### src/rtl/aes_ctrl_pkg.sv
// Shared types and helpers for the AES round sequencer slice.
// Optional abort port is enabled by defining AES_ABORT_EN.
package aes_ctrl_pkg;

  localparam int unsigned AES128_ROUNDS = 10;

  typedef enum logic [2:0] {
    StIdle,
    StArk0,
    StSub,
    StShift,
    StMix,
    StArk,
    StDone
  } aes_seq_state_t;

  function automatic logic last_round(input int unsigned idx, input int unsigned n);
    return idx == n;
  endfunction

endpackage

### src/rtl/aes_round_sequencer_if.sv
// Handshake and step-enable bundle between the sequencer, block I/O, datapath and key schedule.
// Defining AES_ABORT_EN adds the abort request.
interface aes_round_sequencer_if #(
  parameter int unsigned KEY_IDX_W = 4
);
  logic                 in_valid;
  logic                 in_ready;
  logic                 load_in;
  logic                 sub_en;
  logic                 shift_en;
  logic                 mix_en;
  logic                 ark_en;
  logic                 key_req;
  logic [KEY_IDX_W-1:0] key_idx;
  logic                 key_ack;
  logic [KEY_IDX_W-1:0] round_idx;
  logic                 out_valid;
  logic                 out_ready;
  logic                 busy;
`ifdef AES_ABORT_EN
  logic                 abort;
`endif

  modport master (
    input  in_valid, key_ack, out_ready,
`ifdef AES_ABORT_EN
    input  abort,
`endif
    output in_ready, load_in, sub_en, shift_en, mix_en, ark_en, key_req, key_idx,
    output round_idx, out_valid, busy
  );

  modport slave (
    output in_valid, key_ack, out_ready,
`ifdef AES_ABORT_EN
    output abort,
`endif
    input  in_ready, load_in, sub_en, shift_en, mix_en, ark_en, key_req, key_idx,
    input  round_idx, out_valid, busy
  );

endinterface

### src/rtl/aes_round_ctr.sv
// Round counter: clear, saturating increment and a last-round flag.
module aes_round_ctr
  import aes_ctrl_pkg::*;
#(
  parameter int unsigned NumRounds = AES128_ROUNDS,
  parameter int unsigned IdxW      = 4
) (
  input  logic            clk_i,
  input  logic            rst_ni,
  input  logic            clr_i,
  input  logic            inc_i,
  output logic [IdxW-1:0] idx_o,
  output logic            last_o
);

  logic [IdxW-1:0] idx_q, idx_d;

  assign idx_o  = idx_q;
  assign last_o = last_round(32'(idx_q), NumRounds);

  // Increment is blocked on the last round so the index can never wrap.
  always_comb begin
    idx_d = idx_q;
    if (clr_i) begin
      idx_d = '0;
    end else if (inc_i && !last_o) begin
      idx_d = idx_q + IdxW'(1);
    end
  end

  always_ff @(posedge clk_i or negedge rst_ni) begin
    if (!rst_ni) begin
      idx_q <= '0;
    end else begin
      idx_q <= idx_d;
    end
  end

endmodule

### src/rtl/aes_round_sequencer.sv
// Step sequencer for the shared AES encrypt-round datapath; carries no data itself.
// Defining AES_ABORT_EN adds an abort input that returns the FSM to idle.
module aes_round_sequencer
  import aes_ctrl_pkg::*;
#(
  parameter int unsigned NUM_ROUNDS = AES128_ROUNDS,
  parameter int unsigned KEY_IDX_W  = 4
) (
  input  logic                  clk,
  input  logic                  rst_n,
  aes_round_sequencer_if.master bus
);

  aes_seq_state_t state_q, state_d;

  logic                 ctr_clr;
  logic                 ctr_inc;
  logic                 ctr_last;
  logic [KEY_IDX_W-1:0] ctr_idx;
  logic                 abort_act;

  logic in_ready, load_in, sub_en, shift_en, mix_en, ark_en, key_req, out_valid, busy;

`ifdef AES_ABORT_EN
  assign abort_act = bus.abort && (state_q != StIdle);
`else
  assign abort_act = 1'b0;
`endif

  aes_round_ctr #(
    .NumRounds (NUM_ROUNDS),
    .IdxW      (KEY_IDX_W)
  ) u_round_ctr (
    .clk_i  (clk),
    .rst_ni (rst_n),
    .clr_i  (ctr_clr),
    .inc_i  (ctr_inc),
    .idx_o  (ctr_idx),
    .last_o (ctr_last)
  );

  always_ff @(posedge clk or negedge rst_n) begin
    if (!rst_n) begin
      state_q <= StIdle;
    end else begin
      state_q <= state_d;
    end
  end

  always_comb begin
    state_d = state_q;
    ctr_clr = 1'b0;
    ctr_inc = 1'b0;
    unique case (state_q)
      StIdle: begin
        if (bus.in_valid) begin
          state_d = StArk0;
          ctr_clr = 1'b1;
        end
      end
      StArk0: begin
        if (bus.key_ack) begin
          state_d = StSub;
          ctr_inc = 1'b1;
        end
      end
      StSub:   state_d = StShift;
      // Final round skips MixColumns.
      StShift: state_d = ctr_last ? StArk : StMix;
      StMix:   state_d = StArk;
      StArk: begin
        if (bus.key_ack) begin
          if (ctr_last) begin
            state_d = StDone;
          end else begin
            state_d = StSub;
            ctr_inc = 1'b1;
          end
        end
      end
      StDone: begin
        if (bus.out_ready) begin
          state_d = StIdle;
        end
      end
      default: state_d = StIdle;
    endcase
    if (abort_act) begin
      state_d = StIdle;
      ctr_clr = 1'b1;
      ctr_inc = 1'b0;
    end
  end

  always_comb begin
    in_ready  = (state_q == StIdle);
    busy      = (state_q != StIdle);
    load_in   = 1'b0;
    sub_en    = 1'b0;
    shift_en  = 1'b0;
    mix_en    = 1'b0;
    ark_en    = 1'b0;
    key_req   = 1'b0;
    out_valid = 1'b0;
    unique case (state_q)
      StIdle:  load_in = bus.in_valid;
      StArk0, StArk: begin
        key_req = 1'b1;
        ark_en  = bus.key_ack;
      end
      StSub:   sub_en    = 1'b1;
      StShift: shift_en  = 1'b1;
      StMix:   mix_en    = 1'b1;
      StDone:  out_valid = 1'b1;
      default: ;
    endcase
    if (abort_act) begin
      sub_en   = 1'b0;
      shift_en = 1'b0;
      mix_en   = 1'b0;
      ark_en   = 1'b0;
      key_req  = 1'b0;
    end
  end

  assign bus.in_ready  = in_ready;
  assign bus.load_in   = load_in;
  assign bus.sub_en    = sub_en;
  assign bus.shift_en  = shift_en;
  assign bus.mix_en    = mix_en;
  assign bus.ark_en    = ark_en;
  assign bus.key_req   = key_req;
  assign bus.key_idx   = ctr_idx;
  assign bus.round_idx = ctr_idx;
  assign bus.out_valid = out_valid;
  assign bus.busy      = busy;

endmodule

### src/flat_wrapper.sv
// flat-port wrapper written by rule: the top's interface ports become plain ports
module aes_round_sequencer_flat import aes_ctrl_pkg::*;
#(
  parameter int unsigned NUM_ROUNDS = AES128_ROUNDS,
  parameter int unsigned KEY_IDX_W  = 4
)
  (clk, rst_n, bus_in_valid, bus_key_ack, bus_out_ready, bus_in_ready, bus_load_in, bus_sub_en, bus_shift_en, bus_mix_en, bus_ark_en, bus_key_req, bus_key_idx, bus_round_idx, bus_out_valid, bus_busy);
  aes_round_sequencer_if #(.KEY_IDX_W(KEY_IDX_W)) bus_i ();
  input  logic clk;
  input  logic rst_n;
  input wire logic [$bits(bus_i.in_valid)-1:0] bus_in_valid;
  input wire logic [$bits(bus_i.key_ack)-1:0] bus_key_ack;
  input wire logic [$bits(bus_i.out_ready)-1:0] bus_out_ready;
  output wire logic [$bits(bus_i.in_ready)-1:0] bus_in_ready;
  output wire logic [$bits(bus_i.load_in)-1:0] bus_load_in;
  output wire logic [$bits(bus_i.sub_en)-1:0] bus_sub_en;
  output wire logic [$bits(bus_i.shift_en)-1:0] bus_shift_en;
  output wire logic [$bits(bus_i.mix_en)-1:0] bus_mix_en;
  output wire logic [$bits(bus_i.ark_en)-1:0] bus_ark_en;
  output wire logic [$bits(bus_i.key_req)-1:0] bus_key_req;
  output wire logic [$bits(bus_i.key_idx)-1:0] bus_key_idx;
  output wire logic [$bits(bus_i.round_idx)-1:0] bus_round_idx;
  output wire logic [$bits(bus_i.out_valid)-1:0] bus_out_valid;
  output wire logic [$bits(bus_i.busy)-1:0] bus_busy;
  assign bus_i.in_valid = bus_in_valid;
  assign bus_i.key_ack = bus_key_ack;
  assign bus_i.out_ready = bus_out_ready;
  assign bus_in_ready = bus_i.in_ready;
  assign bus_load_in = bus_i.load_in;
  assign bus_sub_en = bus_i.sub_en;
  assign bus_shift_en = bus_i.shift_en;
  assign bus_mix_en = bus_i.mix_en;
  assign bus_ark_en = bus_i.ark_en;
  assign bus_key_req = bus_i.key_req;
  assign bus_key_idx = bus_i.key_idx;
  assign bus_round_idx = bus_i.round_idx;
  assign bus_out_valid = bus_i.out_valid;
  assign bus_busy = bus_i.busy;
  aes_round_sequencer #(.NUM_ROUNDS(NUM_ROUNDS), .KEY_IDX_W(KEY_IDX_W)) u_core (.clk(clk), .rst_n(rst_n), .bus(bus_i));
endmodule
### config.mk
export PLATFORM = sky130hd
export DESIGN_NAME = aes_round_sequencer_flat
export DESIGN_NICKNAME = d
export VERILOG_FILES = /design/src/rtl/aes_ctrl_pkg.sv /design/src/rtl/aes_round_sequencer_if.sv /design/src/rtl/aes_round_ctr.sv /design/src/rtl/aes_round_sequencer.sv /design/src/flat_wrapper.sv
export SDC_FILE = /design/constraint.sdc
export NUM_CORES = 1
export LEC_CHECK = 0
export CELL_PAD_IN_SITES_DETAIL_PLACEMENT = 0
export CELL_PAD_IN_SITES_GLOBAL_PLACEMENT = 1
export CORE_UTILIZATION = 29
export DETAILED_ROUTE_END_ITERATION = 10
export PLACE_DENSITY_LB_ADDON = 0.08
export REMOVE_ABC_BUFFERS = 1
export SETUP_SLACK_MARGIN = 0.02
export SLEW_MARGIN = 5
export SYNTH_ARGS = -nofsm -noshare
export SYNTH_HDL_FRONTEND = slang
export SYNTH_HIERARCHICAL = 1
export SYNTH_SLANG_ARGS = --single-unit
### constraint.sdc
create_clock -name clk -period 2.4 [get_ports clk]
set_clock_uncertainty 0.2 [all_clocks]
set_input_delay 0.36 -clock clk [delete_from_list [all_inputs] [get_ports clk]]
set_output_delay 0.36 -clock clk [all_outputs]
set_load 0.01 [all_outputs]
==> run summary <==
Outcome - finished, violations left
Failing checks - design-rule violations
Max FO, Critical Path - 12
GR Overflow Total - 0
WL per Instance - 11.8 µm
Worst setup margin - 0.129 ns
Mean Syn Cell Area - 9.00 µm²
Area growth syn-to-layout - 46.3%
# setup viols final - 0
P per Cell Area - 1230 mW/mm²
Util after Layout - 0.476
Max Slew Vio Count - 0
LEAKAGE - 0.000348 µW
Warnings, synthesis - 6
Dominant cell type by area after synthesis - dfrtp_1
Levels on crit path - 3
Crit path kind - flip-flop to output port
DIE AREA - 0.00194 mm²
Least-Margin Pin Slew - 0.395 ns
# DRC - 2
Routed wl met3 - 71 µm
Root Driver - clkbuf_4
Ranking of synthesized cells by area - dfrtp_1 (34%), buf_4 (8.8%), mux2_4 (5.9%)
Initial antenna violation count - 0
Register bit total from synthesis - 7
Port buffer count - 21
Post-Route M1 WL - 511 µm
RSZ-0062 raised after global routing - false
Commonest non-fill, non-tap cell in the layout - clkdlybuf4s50_1
DRT iter0 DRCs - 6
Detailed Routing Iterations Pass 1 - 7
Nets - 87
HP Class - input pin to async pin
TritonCTS clock tree - yes
Total negative setup slack - 0 ns
Placed cell area - 723 µm²
Drt total wl - 1120 µm
Synthesized instance count - 57
Final Hold Violating Endpoints - 0
Bufs and invs on worst path - 1
Area share of the largest cell type after synthesis - 0.341
Unique masters post-synth - 27
Initial core utilization - 0.325
CTS buffer count - 3
Max layer used - met3
DR vias - 446
Post-DP HPWL - 892 µm
Largest net degree at the start of global routing - 13
Synthesized cell area - 513 µm²
Slowest cell on crit path - clkdlybuf4s50_1
R2R depth - 7
First-pass GRT wire length - 1960 µm
Row count - 14
Crit path time final - 2.27 ns
Most frequent cells in the layout - clkdlybuf4s50_1 (21), nor2_1 (8), dfrtp_1 (6)
Worst-Skew Late Latency - 0.25 ns
Final period util - 0.946
Die width - 44.1 µm
Post-synth EDFFs - 0
Chip Height - 44.1 µm
Layout cells sized above 1 - 0.152
Core box area - 0.00158 mm²
Boundary pin count - 22
Critical Path Source Type - flip-flop
Crit-path leading delay family - buffers and inverters
Achievable Freq - 440 MHz
Final instance area - 751 µm²
Worst slack, placed - 0.153 ns
Maxcap violations - 0
Max_slew headroom - 0.735
Worst-path clk slew - 0.05 ns
Max IR drop VDD - 0.537 mV
Sequential cell area fraction in the yosys report - 0.341
GP Congestion - 0.698
WP data required - 1.84 ns
Diodes inserted - 0
ANT nets after route - 0
Routed wl met2 - 537 µm
Arr. time, crit path - 1.71 ns
CTS sink count - 7
Slowest cell delay on critical path - 0.55 ns
Clock Tree Buf Depth - 2
Total GRT Usage - 0.139
H-tree lvl count - 1
Drt via density - 4.69
Main flop type after synthesis - dfrtp_1
FFs w/ async S/R, synth - 1.00
Crit. End Element - output port
Hold Buf Count CTS - 0
Worst path cell trace - nor3_2 > and2_1 > clkdlybuf4s50_1
Vias in the first global route - 445
Tot Pwr - 924 µW
power breakdown:
group | internal (µW) | switching (µW)
registers | 169 | 69.8
clock network | 63.4 | 42.2
logic | 343 | 238
total | 575 | 350
final timing paths:
| check | from | to | slack [ns] |
|---|---|---|---|
| worst min-delay path | rst_n | u_core/u_round_ctr/idx_o[3] | 0.17 |
| worst max-delay path | u_core/state_q[0] | bus_load_in | 0.13 |
| worst max register to register | u_core/u_round_ctr/idx_o[1] | u_core/u_round_ctr/idx_o[2] | 0.29 |
| max in group asynchronous | rst_n | u_core/state_q[0] | 1.57 |
| worst min register to register | u_core/u_round_ctr/idx_o[3] | u_core/u_round_ctr/idx_o[3] | 0.41 |
| min in group clk | u_core/u_round_ctr/idx_o[3] | u_core/u_round_ctr/idx_o[3] | 0.41 |
metrics by stage:
| stage | hold slack, ns | instances |
|---|---|---|
| floorplan | -0.136 | 50 |
| global placement | 0.380 | 91 |
| detailed placement | 0.412 | 91 |
| CTS | 0.179 | 95 |
| global route | 0.197 | 95 |
| finish | 0.170 | 95 |
cell families after synthesis:
logic type               after synthesis  synth area share
flip-flops                             7             0.341
XOR/XNOR                               1            0.0171
multiplexers                           3            0.0781
AO/OA/AOI/OAI                          7             0.105
buffers and inverters                 11             0.127
AND/OR/NAND/NOR                       26             0.283
adder cells (fa/ha/maj)                2            0.0488
layer usage:
metal / up-vias / track usage
li1: 229 / -
met3: 0 / 0.0163
met2: 15 / 0.212
met4: 0 / 0.0909
met5: - / 0
met1: 202 / 0.185
state kept, by name, summed over array words and instances, names as in the netlist:
name and count:
u_core/u_round_ctr/idx_o 4, u_core/state_q 3
cell usage after synthesis, types with 2 or more instances:
library cell / n
nor2_1: 8
dfrtp_1: 7
buf_4: 6
inv_1: 4
nand2_1: 4
a21o_1: 2
ha_1: 2
mux2_4: 2
nand2b_1: 2
nor2b_1: 2
or3b_1: 2
repair_timing:
item | in CTS | in global routing
setup buffers | 0 | 0
gates resized for setup | 0 | 1
endpoints found under the setup margin | 0 | 1
area by class of cell:
cell class	instances	area, µm²
Clock buffer	4	26.3
Tap cell	16	20.0
Timing Repair Buffer	25	240
Inverter	4	15.0
Multi-Input combinational cell	39	273
Fill cell	154	826
Sequential cell	7	176
No activity file was read; power rests on OpenSTA's default activity.
